<file path="src/rtl/ahb_to_ssram_pw_if.sv">
// rtl/ahb_to_ssram_pw_if.sv - AHB-Lite slave port plus SRAM macro port of the SSRAM bridge
interface ahb_to_ssram_pw_if #(
    parameter int AW = 14,
    parameter int DW = 32
);
    localparam int NB = DW / 8;
    localparam int BL = $clog2(NB);

    logic             HSEL;
    logic [AW-1:0]    HADDR;
    logic [1:0]       HTRANS;
    logic [2:0]       HSIZE;
    logic             HWRITE;
    logic [DW-1:0]    HWDATA;
    logic             HREADY;
    logic             HREADYOUT;
    logic [DW-1:0]    HRDATA;
    logic             HRESP;

    logic [AW-BL-1:0] ahb_sram_addr;
    logic             ahb_sram_en;
    logic             ahb_sram_we;
    logic [NB-1:0]    ahb_sram_wb;
    logic [DW-1:0]    ahb_sram_din;
    logic [DW-1:0]    sram_ahb_dout;

    modport slave (
        input  HSEL, HADDR, HTRANS, HSIZE, HWRITE, HWDATA, HREADY, sram_ahb_dout,
        output HREADYOUT, HRDATA, HRESP,
        output ahb_sram_addr, ahb_sram_en, ahb_sram_we, ahb_sram_wb, ahb_sram_din
    );

    modport master (
        output HSEL, HADDR, HTRANS, HSIZE, HWRITE, HWDATA, HREADY, sram_ahb_dout,
        input  HREADYOUT, HRDATA, HRESP,
        input  ahb_sram_addr, ahb_sram_en, ahb_sram_we, ahb_sram_wb, ahb_sram_din
    );
endinterface

</file>
<file path="src/rtl/ahb_to_ssram_pw.sv">
// rtl/ahb_to_ssram_pw.sv - AHB-Lite to sync SRAM bridge with posted-write buffer and read forwarding
// Optional ERROR response on oversize/misaligned transfers: define AHB_SSRAM_PW_ERR_EN
module ahb_to_ssram_pw #(
    parameter int AW     = 14,
    parameter int DW     = 32,
    parameter int RD_LAT = 1
) (
    input  logic             HCLK,
    input  logic             HRESETn,
    ahb_to_ssram_pw_if.slave bus
);
    localparam int NB = DW / 8;
    localparam int BL = $clog2(NB);
    localparam int WA = AW - BL;

    typedef enum logic [1:0] {ST_IDLE, ST_RD_WAIT, ST_ERR} state_t;

    state_t        state;
    logic          hreadyout_q;
    logic          hresp_q;
    logic          dp_read;
    logic          dp_write;
    logic [WA-1:0] dp_addr;
    logic [NB-1:0] dp_mask;
    logic          wbuf_valid;
    logic [WA-1:0] wbuf_addr;
    logic [NB-1:0] wbuf_mask;
    logic [DW-1:0] wbuf_data;
    logic          fwd_hit;
    logic [NB-1:0] fwd_mask;
    logic [DW-1:0] fwd_data;
    logic [DW-1:0] fwd_bits;

    logic          accept;
    logic          err_req;
    logic          rd_issue;
    logic          wr_accept;
    logic          wr_direct;
    logic          wr_post;
    logic          drain;
    logic [WA-1:0] rd_waddr;
    logic          src_valid;
    logic [WA-1:0] src_addr;
    logic [NB-1:0] src_mask;
    logic [DW-1:0] src_data;

    // Byte i is enabled when it falls in the same naturally aligned chunk as the address.
    function automatic logic [NB-1:0] lane_mask(input logic [2:0] size, input logic [BL-1:0] lo);
        logic [NB-1:0] m;
        for (int i = 0; i < NB; i++)
            m[i] = ((i >> size) == (int'(lo) >> size));
        return m;
    endfunction

    assign accept = bus.HSEL && bus.HREADY && (bus.HTRANS == 2'b10 || bus.HTRANS == 2'b11);

`ifdef AHB_SSRAM_PW_ERR_EN
    assign err_req = accept && ((int'(bus.HSIZE) > BL) ||
                     ((int'(bus.HADDR[BL-1:0]) & ((1 << bus.HSIZE) - 1)) != 0));
`else
    assign err_req = 1'b0;
`endif

    assign rd_issue  = accept && !bus.HWRITE && !err_req;
    assign wr_accept = accept && bus.HWRITE && !err_req;
    assign wr_direct = dp_write && bus.HREADY && !rd_issue;
    assign wr_post   = dp_write && rd_issue;
    assign drain     = wbuf_valid && bus.HREADY && !rd_issue && !dp_write && !err_req;
    assign rd_waddr  = bus.HADDR[AW-1:BL];

    // Write data arriving alongside this read is about to enter the buffer, so forward from it.
    assign src_valid = dp_write || wbuf_valid;
    assign src_addr  = dp_write ? dp_addr    : wbuf_addr;
    assign src_mask  = dp_write ? dp_mask    : wbuf_mask;
    assign src_data  = dp_write ? bus.HWDATA : wbuf_data;

    always_ff @(posedge HCLK or negedge HRESETn) begin
        if (!HRESETn) begin
            state       <= ST_IDLE;
            hreadyout_q <= 1'b1;
            hresp_q     <= 1'b0;
            dp_read     <= 1'b0;
            dp_write    <= 1'b0;
            dp_addr     <= '0;
            dp_mask     <= '0;
            wbuf_valid  <= 1'b0;
            wbuf_addr   <= '0;
            wbuf_mask   <= '0;
            wbuf_data   <= '0;
            fwd_hit     <= 1'b0;
            fwd_mask    <= '0;
            fwd_data    <= '0;
        end else begin
            if (wr_post) begin
                wbuf_valid <= 1'b1;
                wbuf_addr  <= dp_addr;
                wbuf_mask  <= dp_mask;
                wbuf_data  <= bus.HWDATA;
            end else if (drain) begin
                wbuf_valid <= 1'b0;
            end

            if (bus.HREADY) begin
                dp_read  <= rd_issue;
                dp_write <= wr_accept;
                if (accept) begin
                    dp_addr <= rd_waddr;
                    dp_mask <= lane_mask(bus.HSIZE, bus.HADDR[BL-1:0]);
                end
                fwd_hit  <= rd_issue && src_valid && (src_addr == rd_waddr);
                fwd_mask <= src_mask;
                fwd_data <= src_data;
            end

            case (state)
                ST_RD_WAIT: begin
                    hreadyout_q <= 1'b1;
                    state       <= ST_IDLE;
                end
                ST_ERR: begin
                    hreadyout_q <= 1'b1;
                    hresp_q     <= 1'b1;
                    state       <= ST_IDLE;
                end
                default: begin
                    if (bus.HREADY) begin
                        if (err_req) begin
                            hreadyout_q <= 1'b0;
                            hresp_q     <= 1'b1;
                            state       <= ST_ERR;
                        end else if (rd_issue && RD_LAT == 2) begin
                            hreadyout_q <= 1'b0;
                            hresp_q     <= 1'b0;
                            state       <= ST_RD_WAIT;
                        end else begin
                            hreadyout_q <= 1'b1;
                            hresp_q     <= 1'b0;
                        end
                    end
                end
            endcase
        end
    end

    always_comb begin
        fwd_bits = '0;
        for (int i = 0; i < NB; i++)
            fwd_bits[8*i +: 8] = {8{fwd_hit & fwd_mask[i]}};
    end

    assign bus.HREADYOUT = hreadyout_q;
    assign bus.HRESP     = hresp_q;
    assign bus.HRDATA    = dp_read ? ((bus.sram_ahb_dout & ~fwd_bits) | (fwd_data & fwd_bits)) : '0;

    // Strobes are gated by reset so they drop the moment reset asserts.
    assign bus.ahb_sram_en   = HRESETn && (rd_issue || wr_direct || drain);
    assign bus.ahb_sram_we   = HRESETn && (wr_direct || drain);
    assign bus.ahb_sram_addr = rd_issue ? rd_waddr : (wr_direct ? dp_addr : wbuf_addr);
    assign bus.ahb_sram_wb   = !HRESETn ? '0 : (wr_direct ? dp_mask : (drain ? wbuf_mask : '0));
    assign bus.ahb_sram_din  = wr_direct ? bus.HWDATA : wbuf_data;
endmodule
</file>
<file path="src/flat_wrapper.sv">
// flat-port wrapper written by rule: the top's interface ports become plain ports
module ahb_to_ssram_pw_flat 
#(
    parameter int AW     = 14,
    parameter int DW     = 32,
    parameter int RD_LAT = 1
)
  (HCLK, HRESETn, bus_HSEL, bus_HADDR, bus_HTRANS, bus_HSIZE, bus_HWRITE, bus_HWDATA, bus_HREADY, bus_sram_ahb_dout, bus_HREADYOUT, bus_HRDATA, bus_HRESP, bus_ahb_sram_addr, bus_ahb_sram_en, bus_ahb_sram_we, bus_ahb_sram_wb, bus_ahb_sram_din);
  ahb_to_ssram_pw_if #(.AW(AW), .DW(DW)) bus_i ();
  input  logic HCLK;
  input  logic HRESETn;
  input wire logic [$bits(bus_i.HSEL)-1:0] bus_HSEL;
  input wire logic [$bits(bus_i.HADDR)-1:0] bus_HADDR;
  input wire logic [$bits(bus_i.HTRANS)-1:0] bus_HTRANS;
  input wire logic [$bits(bus_i.HSIZE)-1:0] bus_HSIZE;
  input wire logic [$bits(bus_i.HWRITE)-1:0] bus_HWRITE;
  input wire logic [$bits(bus_i.HWDATA)-1:0] bus_HWDATA;
  input wire logic [$bits(bus_i.HREADY)-1:0] bus_HREADY;
  input wire logic [$bits(bus_i.sram_ahb_dout)-1:0] bus_sram_ahb_dout;
  output wire logic [$bits(bus_i.HREADYOUT)-1:0] bus_HREADYOUT;
  output wire logic [$bits(bus_i.HRDATA)-1:0] bus_HRDATA;
  output wire logic [$bits(bus_i.HRESP)-1:0] bus_HRESP;
  output wire logic [$bits(bus_i.ahb_sram_addr)-1:0] bus_ahb_sram_addr;
  output wire logic [$bits(bus_i.ahb_sram_en)-1:0] bus_ahb_sram_en;
  output wire logic [$bits(bus_i.ahb_sram_we)-1:0] bus_ahb_sram_we;
  output wire logic [$bits(bus_i.ahb_sram_wb)-1:0] bus_ahb_sram_wb;
  output wire logic [$bits(bus_i.ahb_sram_din)-1:0] bus_ahb_sram_din;
  assign bus_i.HSEL = bus_HSEL;
  assign bus_i.HADDR = bus_HADDR;
  assign bus_i.HTRANS = bus_HTRANS;
  assign bus_i.HSIZE = bus_HSIZE;
  assign bus_i.HWRITE = bus_HWRITE;
  assign bus_i.HWDATA = bus_HWDATA;
  assign bus_i.HREADY = bus_HREADY;
  assign bus_i.sram_ahb_dout = bus_sram_ahb_dout;
  assign bus_HREADYOUT = bus_i.HREADYOUT;
  assign bus_HRDATA = bus_i.HRDATA;
  assign bus_HRESP = bus_i.HRESP;
  assign bus_ahb_sram_addr = bus_i.ahb_sram_addr;
  assign bus_ahb_sram_en = bus_i.ahb_sram_en;
  assign bus_ahb_sram_we = bus_i.ahb_sram_we;
  assign bus_ahb_sram_wb = bus_i.ahb_sram_wb;
  assign bus_ahb_sram_din = bus_i.ahb_sram_din;
  ahb_to_ssram_pw #(.AW(AW), .DW(DW), .RD_LAT(RD_LAT)) u_core (.HCLK(HCLK), .HRESETn(HRESETn), .bus(bus_i));
endmodule
</file>
<file path="config.mk">
export PLATFORM = sky130hd
export DESIGN_NAME = ahb_to_ssram_pw_flat
export DESIGN_NICKNAME = d
export VERILOG_FILES = /design/src/rtl/ahb_to_ssram_pw_if.sv /design/src/rtl/ahb_to_ssram_pw.sv /design/src/flat_wrapper.sv
export SDC_FILE = /design/constraint.sdc
export NUM_CORES = 1
export LEC_CHECK = 0
export CELL_PAD_IN_SITES_DETAIL_PLACEMENT = 1
export CELL_PAD_IN_SITES_GLOBAL_PLACEMENT = 1
export CORE_UTILIZATION = 37
export CTS_BUF_LIST = sky130_fd_sc_hd__clkbuf_8
export CTS_CLUSTER_SIZE = 10
export DETAILED_ROUTE_END_ITERATION = 7
export PLACE_DENSITY_LB_ADDON = 0.1
export SETUP_SLACK_MARGIN = 0.4
export SLEW_MARGIN = 15
export SYNTH_ARGS = -nofsm -noshare
export SYNTH_HDL_FRONTEND = slang
export SYNTH_SLANG_ARGS = --single-unit
</file>
<file path="constraint.sdc">
create_clock -name HCLK -period 2 [get_ports HCLK]
set_input_delay 0.3 -clock HCLK [delete_from_list [all_inputs] [get_ports HCLK]]
set_output_delay 0.3 -clock HCLK [all_outputs]
set_load 0.05 [all_outputs]
</file>
==> flow_summary.json <==
{
  "run_status": "complete, but fails checks",
  "violations": "negative hold slack, negative setup slack",
  "synth-simple-area-share": 0.107,
  "setup_slack_ns": -0.116,
  "synth_edf_count": 0,
  "p_seq_frac": 0.388,
  "period_share": 1.06,
  "synth_top_family_by_area": "multiplexers",
  "avgSynthCellArea_sq_um": 10.3,
  "synth_mux_area_frac": 0.286,
  "drtPass1Iterations": 4,
  "yosysWarnings": 0,
  "swShare": 0.367,
  "cts_num_sinks": 104,
  "synth_fp_nets": 646,
  "hpwl_microns": 12000,
  "area_delta_synth_final_pct": 77.5,
  "drc": 0,
  "synthTopCellsByArea": "dfrtp_1, mux2_2, mux2i_1",
  "crit_buf_inv": 3,
  "hold_viol_final": 5,
  "skew_ns": 0.0120,
  "path_cells": "nand2_8, nor2_4, buf_8, clkbuf_16, mux2_4, buf_6",
  "worst_pin_slew_ns": 0.652,
  "clk_path_buf_depth": 2,
  "cp-end-kind": "output pin",
  "viasPerCell": 5.43,
  "netlist_area_sq_um": 5730,
  "synthAdderAreaFrac": 0,
  "met2_length_microns": 11600,
  "max-slew-margin-rel": 0.566,
  "ys_types": 31,
  "ir_worst_vdd_mv": 0.434,
  "powerDensity_nw_per_um2": 699,
  "fin_util": 0.672,
  "ant_nets": 0,
  "grt_pass1_wl_microns": 31800,
  "wl_met3_microns": 752,
  "num_vias": 5122,
  "yosysTopAreaCell": "dfrtp_1",
  "final_common_cell": "dfrtp_1",
  "rsz0062_at_grt": "yes",
  "critPathTopFamily": "flip-flops",
  "worstHoldPathType": "input port to async pin",
  "pwr-share-clk": 0.218,
  "min_period_ns": 2.12,
  "async_reset_ff_frac": 1.00,
  "fillCellCount": 1455,
  "coreArea_sq_um": 15100,
  "slowest_delay_ns": 0.47,
  "initial_core_util": 0.378,
  "critPathKind": "flip-flop to output pin",
  "setup_violations": 48,
  "h-tree-depth": 3,
  "portBuffers": 168,
  "row_count": 45,
  "antenna_cells": 0,
  "synth-compound-area-share": 0.0928,
  "wl_per_cell_microns": 22.2,
  "grtUsageTotal": 0.256,
  "grt_max_degree": 55,
  "nNetsFinal": 839,
  "p_int_mw": 4.51,
  "drt_iter0_markers": 222,
  "start_kind": "flip-flop",
  "dieArea_sq_um": 16000,
  "maxCapViolCount": 0,
  "synth_ff_type": "dfrtp_1",
  "antenna_found_initial": 0,
  "crit_arrival_ns": 1.82,
  "clk_pin_slew_ns": 0.10,
  "wl_met1_microns": 8310,
  "ys_ff_latch": 104,
  "critPathSlowestCell": "dfrtp_4",
  "grt_overflow_total": 0,
  "io_pins": 172,
  "whs_ns": -0.00352,
  "netlist.area_leader.share": 0.454,
  "layout-drive-gt1-share": 0.525,
  "p_leak_nw": 4.06,
  "layout_common_cells": "dfrtp_1, clkdlybuf4s50_1, buf_6",
  "p_sw_mw": 2.61,
  "clk_latency_ns": 0.38,
  "combPwrFrac": 0.394,
  "cts_buffers": 9,
  "multi_input_area_sq_um": 4320,
  "fmax_mhz": 473,
  "die_h_microns": 126,
  "place_congestion": 0.760,
  "syn_inst": 558,
  "die_x_microns": 126,
  "cts_tree": "yes",
  "ff_latch_area_sq_um": 2610,
  "cp.required_ns": 1.70,
  "grt_pass1_vias": 5720,
  "slew_violations": 0,
  "ys_seq_area_frac": 0.454,
  "clockRootBuffer": "clkbuf_8",
  "worstPathMaxFanout": 4,
  "synth-xor-area-share": 0.0183,
  "top_layer": "met4",
  "drt_wl_total_microns": 21000
}
metal layers:
| metal | track usage | vias up |
|---|---|---|
| li1 | - | 2345 |
| met1 | 0.302 | 2631 |
| met2 | 0.477 | 124 |
| met3 | 0.0363 | 22 |
| met4 | 0.0794 | 0 |
| met5 | 0 | - |
path summary, 6_finish.rpt:
kind | start | to | slack, ns | cells after the start
worst max-delay path | u_core.dp_write | bus_ahb_sram_din[22] | -0.12 | 6
worst min-delay path | HRESETn | u_core.fwd_data[1] | -0.004 | 2
worst max register to register | u_core.dp_write | u_core.fwd_hit | 0.07 | 7
worst min register to register | u_core.wbuf_data[2] | u_core.wbuf_data[2] | 0.54 | 1
max in group asynchronous | HRESETn | u_core.dp_write | 1.19 | 3
min in group HCLK | bus_HREADY | u_core.fwd_data[28] | 0.22 | 2
timing repair:
action / in CTS / in global routing
endpoints found under the hold margin: 25 / 0
cloned: 4 / 5
gates resized for setup: 234 / 29
endpoints found under the setup margin: 136 / 140
buffers inserted: 17 / 1
pin swaps: 60 / 28
hold buffers: 1 / 0
cells in the mapped netlist, drive strengths merged (4+ instances only):
| cell | number |
|---|---|
| a22oi | 4 |
| nor2 | 47 |
| o21ai | 18 |
| nand3 | 34 |
| mux2 | 92 |
| dfrtp | 104 |
| xnor2 | 5 |
| buf | 25 |
| xor2 | 7 |
| inv | 5 |
| mux2i | 60 |
| nand2 | 53 |
| clkbuf | 17 |
| a21oi | 71 |
state kept, by name (all words and copies together) (netlist names):
signal             count
u_core.dp_addr        12
u_core.dp_mask         4
u_core.dp_read         1
u_core.dp_write        1
u_core.fwd_data       32
u_core.fwd_hit         1
u_core.fwd_mask        4
u_core.wbuf_addr      12
u_core.wbuf_data      32
u_core.wbuf_mask       4
u_core.wbuf_valid      1
stage by stage:
stage | area, sq um | std cells | total power, mW | setup slack [ns] | TNS (ns)
6_report | 10200 | 944 | 7.12 | -0.116 | -4.12
5_1_grt | 10200 | 944 | 7.39 | -0.167 | -6.86
4_1_cts | 9880 | 938 | 6.99 | -0.108 | -4.29
3_5_place_dp | 8430 | 900 | 5.18 | -0.171 | -6.22
3_3_place_gp | 8430 | 900 | 5.09 | -0.139 | -4.38
2_1_floorplan | 6560 | 558 | 4.26 | 0.204 | 0
area by class of cell:
class                      instances  area share
inverter                           5     0.00197
tap                              188      0.0231
timing repair buffer             224       0.271
multi-input combinational        407       0.424
sequential                       104       0.257
clock buffer                      11      0.0149
clock inverter                     5     0.00787
cells by family after synthesis:
| kind of cell | after synthesis |
|---|---|
| xor+xnor | 12 |
| simple gates | 141 |
| flops | 104 |
| other cells | 2 |
| buf+inv | 47 |
| compound gates | 100 |
| mux | 152 |
power by group through the flow:
stage	combinational, mW	sequential, mW	clock (mW)
2_1_floorplan	1.66	2.60	0
3_3_place_gp	2.43	2.66	0
4_1_cts	2.73	2.71	1.55
6_report	2.81	2.76	1.55
3_5_place_dp	2.48	2.70	0
5_1_grt	2.94	2.80	1.65
Note: power is estimated with default switching activity, not from simulation.
